File: src/rtl/einstein_sd_responder.sv
// Sector responder for the sd_lba/sd_rd/sd_wr/sd_ack handshake, backed by a byte-wide image RAM.
// Define SD_RESP_WPROT_EN to add the wprot input that suppresses RAM writes.
module einstein_sd_responder #(
  parameter int         LBA_W   = 9,
  parameter int         SECTORS = 400,
  parameter logic [7:0] FILL    = 8'hE5
) (
  input  logic             clk_sys,
  input  logic             reset,
  input  logic [31:0]      sd_lba,
  input  logic [1:0]       sd_rd,
  input  logic [1:0]       sd_wr,
  output logic             sd_ack,
  output logic [8:0]       sd_buff_addr,
  output logic [7:0]       sd_buff_dout,
  output logic             sd_buff_wr,
  input  logic [7:0]       sd_buff_din,
`ifdef SD_RESP_WPROT_EN
  input  logic             wprot,
`endif
  output logic [LBA_W+9:0] mem_addr,
  output logic             mem_wr,
  output logic [7:0]       mem_din,
  input  logic [7:0]       mem_dout
);

  // state  | meaning
  // S_IDLE | waiting for any sd_rd/sd_wr bit
  // S_XFER | ack high, one byte per cycle, counter 0..512
  // S_DONE | ack low, waiting for the requester to drop its request
  typedef enum logic [1:0] {S_IDLE, S_XFER, S_DONE} state_t;

  state_t           state, state_nxt;
  logic             drive_q, is_rd_q, oor_q, wr_block_q;
  logic [LBA_W-1:0] lba_q;
  logic [9:0]       n_q;
  logic             rd_slot_q, wr_slot_q;
  logic             req_any, accept, byte_step, last_byte;
  logic             drive_sel, rd_sel, oor_sel, prot_sel;

  assign req_any   = |(sd_rd | sd_wr);
  assign drive_sel = ~(sd_rd[0] | sd_wr[0]);
  assign rd_sel    = sd_rd[drive_sel];
  assign oor_sel   = sd_lba >= 32'(SECTORS);
  assign last_byte = (n_q == 10'd512);

`ifdef SD_RESP_WPROT_EN
  assign prot_sel = wprot;
`else
  assign prot_sel = 1'b0;
`endif

  always_ff @(posedge clk_sys) begin
    if (reset) state <= S_IDLE;
    else       state <= state_nxt;
  end

  always_comb begin
    state_nxt = state;
    case (state)
      S_IDLE:  if (req_any)   state_nxt = S_XFER;
      S_XFER:  if (last_byte) state_nxt = S_DONE;
      S_DONE:  if (!req_any)  state_nxt = S_IDLE;
      default:                state_nxt = S_IDLE;
    endcase
  end

  always_comb begin
    sd_ack    = (state == S_XFER);
    accept    = (state == S_IDLE) && req_any;
    byte_step = (state == S_XFER) && !last_byte;
  end

  // RAM read data and requester write data both arrive one cycle after their address, so they pass straight through
  assign sd_buff_wr   = rd_slot_q;
  assign sd_buff_dout = rd_slot_q ? (oor_q ? FILL : mem_dout) : 8'h00;
  assign mem_wr       = wr_slot_q & ~wr_block_q;
  assign mem_din      = wr_slot_q ? sd_buff_din : 8'h00;

  always_ff @(posedge clk_sys) begin
    if (reset) begin
      drive_q      <= 1'b0;
      is_rd_q      <= 1'b0;
      oor_q        <= 1'b0;
      wr_block_q   <= 1'b0;
      lba_q        <= '0;
      n_q          <= '0;
      rd_slot_q    <= 1'b0;
      wr_slot_q    <= 1'b0;
      sd_buff_addr <= '0;
      mem_addr     <= '0;
    end else begin
      rd_slot_q <= byte_step & is_rd_q;
      wr_slot_q <= byte_step & ~is_rd_q;
      if (accept) begin
        drive_q      <= drive_sel;
        is_rd_q      <= rd_sel;
        oor_q        <= oor_sel;
        wr_block_q   <= oor_sel | prot_sel;
        lba_q        <= sd_lba[LBA_W-1:0];
        n_q          <= '0;
        sd_buff_addr <= '0;
        mem_addr     <= {drive_sel, sd_lba[LBA_W-1:0], 9'd0};
      end else if (byte_step) begin
        n_q          <= n_q + 10'd1;
        // reads run the RAM address one byte ahead; writes run the buffer address one byte ahead
        sd_buff_addr <= is_rd_q ? n_q[8:0] : n_q[8:0] + 9'd1;
        mem_addr     <= {drive_q, lba_q, (is_rd_q ? n_q[8:0] + 9'd1 : n_q[8:0])};
      end
    end
  end

endmodule

File: config.mk
export PLATFORM = sky130hd
export DESIGN_NAME = einstein_sd_responder
export DESIGN_NICKNAME = d
export VERILOG_FILES = /design/src/rtl/einstein_sd_responder.sv
export SDC_FILE = /design/constraint.sdc
export NUM_CORES = 1
export LEC_CHECK = 0
export CAP_MARGIN = 10
export CORE_MARGIN = 2
export CORE_UTILIZATION = 30
export CTS_CLUSTER_SIZE = 24
export DETAILED_ROUTE_END_ITERATION = 8
export GPL_ROUTABILITY_DRIVEN = 0
export PLACE_DENSITY = 0.59
export SLEW_MARGIN = 20
export SYNTH_ARGS = -nofsm -noshare
export SYNTH_HDL_FRONTEND = slang
export SYNTH_SLANG_ARGS = --single-unit
File: constraint.sdc
create_clock -name clk_sys -period 3.6 [get_ports clk_sys]
set_clock_uncertainty 0.05 [all_clocks]
set_input_delay 1.08 -clock clk_sys [delete_from_list [all_inputs] [get_ports clk_sys]]
set_output_delay 1.08 -clock clk_sys [all_outputs]
set_load 0.01 [all_outputs]
# Word level (Yosys, flattened, before mapping)
# Index checks and enable logic that the tools add are counted.
# classes
addsub	2
magnitude_cmp	2
n_eq_ne	6
muxes	13
n_bitwise	8
reduce_logical	8
# ops
operator	n
two-way mux 19 bit	2
greater-or-equal comparator 32 x 9 -> 1 bit (second input constant)	1
two-way mux 8 bit	3
two-way mux 9 bit	2
adder 10 x 1 -> 10 bit (second input constant)	1
== test 10 bit (second input constant)	1
adder 9 x 1 -> 9 bit (second input constant)	1
two-way mux 2 bit	3
case mux 2 bit (3 select lines)	1
inequality test 2 bit (second input constant)	2
OR reduction 2 bit	2
bitwise AND 1 bit	3
NOT 1 bit	3
AND reduction 3 bit	1
== test 2 x 1 -> 1 bit (second input constant)	1
== test 2 bit (second input constant)	1
logical AND 1 bit	2
logical NOT 2 bit	1
less-than comparator 1 x 2 -> 1 bit (second input constant)	1
two-way mux 1 bit	2
inequality test 2 x 1 -> 1 bit (second input constant)	1
bitwise OR 2 bit	1
nonzero test 2 bit	1
logical NOT 1 bit	1
bitwise OR 1 bit	1
# word_totals
regBits	54
inputBits	54
out_inout_bits	47
word_cells	50

# Logic depth before layout (Yosys ltp)
# logic_depth
word_depth	5
ltp_mapped	7
ltp_nobuf	6

# Least setup slack after synthesis
# Ideal clock, no wire load.
# synth_timing
path_kind	input to register
from	input port sd_wr[0]
to	register sd_buff_addr[3]
setup_ns	0.079
arrival_ns	2.283
required_ns	3.471
slack_ns	1.188
stages	6
n_path_buf	2
path_cell_list	nor4_2 -> or2_2 -> clkbuf_1 -> nand2_1 -> buf_2 -> a211oi_2
# synth_between
elab_chain_len	4
# synth_lines
item	line	rtl
start: declaration	12	input logic [1:0] sd_wr,
bitwise OR 2 bit	41	assign req_any = |(sd_rd | sd_wr);
OR reduction 2 bit	41	
logical AND 1 bit	70	accept = (state == S_IDLE) && req_any;
OR reduction 2 bit (no line)	n/a	
end signal: assignment	107	sd_buff_addr <= is_rd_q ? n_q[8:0] : n_q[8:0] + 9'd1;
end: declaration	14	output logic [8:0] sd_buff_addr,
# Every way passes these cells.
# A chain may end at the register's enable or synchronous reset.

# Worst setup path after layout
# layout_timing
from	input port mem_dout[7]
to	output port sd_buff_dout[7]
# layout_between
elab_chain_len	2
# layout_lines
item	line	rtl
start: declaration	24	input logic [7:0] mem_dout
two-way mux 8 bit (2 in a row)	76	assign sd_buff_dout = rd_slot_q ? (oor_q ? FILL : mem_dout) : 8'h00;
end: declaration	15	output logic [7:0] sd_buff_dout,
# Every way passes these cells.

==> summary.txt <==
outcome = finished clean
Main synth FF type = dfxtp_1
Seq pwr share = 49.4%
H-Tree Depth = 2
Least-Margin Pin Slew = 0.809 ns
worst path required time = 2.47 ns
number of antenna repair diodes = 0
critical path type = in -> out
Die Span X = 97.9 um
first-pass GRT wire length = 11.4 mm
worst min-delay path class = reg -> reg
CTS Buf Count = 5
CTS sink cnt = 54
core area = 8640 um^2
count leader, synth = dfxtp_1
Boundary Pins = 101
worst IR drop on VDD = 147 uV
WL final = 6.93 mm
RSZ-0062 raised after global routing = no
clk_lat worst skew = 0.31 ns
Hold Vio Cnt, Final = 0
WP data arrival = 2.21 ns
Post-synth ARST share = 0%
sequential element share of the synthesized area = 40.9%
grt ovf = 0
final setup fails = 0
GRT Total Usage = 14.3%
post-route cell area = 3810 um^2
Post-CTS Resized = 0
fin crit period = 3.34 ns
Cell Area, Placed = 3700 um^2
fin. max-slew vios = 0
via count = 2486
CTS tree = built
clock root cell = clkbuf_8
largest net degree at the start of global routing = 28
Cells after Synth = 306
Max Clock Freq = 0.299 GHz
CP Max Fanout = 1
Post-synth top cells = dfxtp_1, nand2_1, a21oi_1, nor2_1
critical path launch point type = input port
initial antenna violation count = 0
Int Pwr = 972 uW
final net count = 451
Min Hold Slack = 0.410 ns
die area = 9580 um^2
Sw Pwr = 348 uW
row cnt = 34
number of synthesized flops with an enable pin = 0
clock power share = 31.0%
I/O Buffers = 100
top cells by area, synth = dfxtp_1, a211oi_2, a21oi_1
# hold bufs at CTS = 0
vias per inst = 4.93
initial core utilization = 30.6%
syn avg cell area = 8.64 um^2
Area growth syn-to-layout = 44.2%
Comb pwr share = 19.6%
Final period util = 92.8%
share of the synthesized area in the top cell type = 40.9%
DRC violations left = 0
syn_nets = 362
die height = 97.9 um
distinct cell type count after synthesis = 46
cell area after synthesis = 2640 um^2
First-pass DRT Iterations = 4
fillers = 879
#FFs+latches synth = 54
Power Density = 346 nW/um^2
detailed placement HPWL = 5.09 mm
total negative slack = 0 ns
Syn. warnings = 0
post-CTS setup buffer count = 0
drt initial violations = 55
crit path capture type = primary output
leakage power = 1.30 nW
cell taking the most area after synthesis = dfxtp_1
Reg clk slew, reported paths = 0.09 ns
Detail Route Antenna Nets = 0
worst-case clock buffer depth = 2
Slew HR = 46.1%
per-cell routed wire length = 13.7 um
Sw Share = 26.4%
vias in the first global route = 2318
max_cap viols = 0
share of cells above drive strength 1 = 11.9%
worst max-delay path, stage by stage:
cell	delay [ns]
clkdlybuf4s50_1	0.46
o21a_1	0.13
clkdlybuf4s50_1	0.54
path summary, 6_finish.rpt:
check / start / to / slack [ns] / depth (start not counted)
setup / recovery: mem_dout[7] / sd_buff_dout[7] / 0.26 / 3
hold / removal: drive_q / drive_q / 0.41 / 2
setup reg to reg: n_q[0] / n_q[2] / 1.15 / 7
hold reg to reg: drive_q / drive_q / 0.41 / 2
cell usage in the layout, fill, tap and decap left out, types with 8 or more instances in the layout:
cell type / synthesis / final
dfxtp_1: 54 / 54
nand3_1: 9 / 9
a211oi_2: 11 / 11
and2_1: 11 / 11
clkdlybuf4s50_1: 0 / 100
nand2_1: 32 / 32
xor2_1: 8 / 8
a21oi_1: 26 / 26
nor2_1: 26 / 26
xnor2_1: 10 / 10
cell type report:
type                       count  area (um^2)  share of cell area, %
inverter                       5         18.8                  0.492
timing repair buffer         106         1050                   27.4
clock buffer                   6         72.6                   1.90
tap                          108          135                   3.54
clock inverter                 2         37.5                  0.984
multi-input combinational    223         1420                   37.3
sequential                    54         1080                   28.3
stage by stage:
| step | utilization [%] | setup WS (ns) | instances | power (mW) |
|---|---|---|---|---|
| final | 44.2 | 0.259 | 504 | 1.32 |
| after global routing | 44.2 | 0.231 | 504 | 1.38 |
| after CTS | 44.2 | 0.243 | 504 | 1.34 |
| after detailed placement | 42.9 | 0.245 | 496 | 0.929 |
| after global placement | 42.9 | 0.262 | 496 | 0.925 |
| after floorplan | - | 1.19 | 306 | 0.791 |
registers in the layout, summed over array words and instances, names as in the netlist:
signal and cells:
sd_buff_addr 9, is_rd_q 1, wr_slot_q 1, lba_q 9
wr_block_q 1, state 2, n_q 10, drive_q 1
sd_buff_wr 1, mem_addr 19
power groups by stage:
stage          clock network, mW  registers, mW  logic [mW]
2_1_floorplan                  0          0.666       0.125
3_3_place_gp                   0          0.666       0.258
3_5_place_dp                   0          0.667       0.261
4_1_cts                    0.425          0.653       0.263
5_1_grt                    0.441          0.657       0.281
6_report                   0.410          0.653       0.258
routing by layer:
layer | track usage (%) | routed length (um) | part of all wire (%)
met5 | 0 | 0 | 0
met4 | 3.85 | 73 | 1.1
met3 | 3.29 | 428 | 6.2
met2 | 23.9 | 3190 | 46
met1 | 18.5 | 3230 | 47
cells by family after synthesis:
group	Yosys count	share of synthesized area [%]
flops	54	40.9
xor+xnor	18	5.96
fa+ha+maj	2	0.946
mux	2	0.757
simple gates	125	24.1
buf+inv	29	5.30
compound gates	76	22.0
Note: power is estimated with default switching activity, not from simulation.
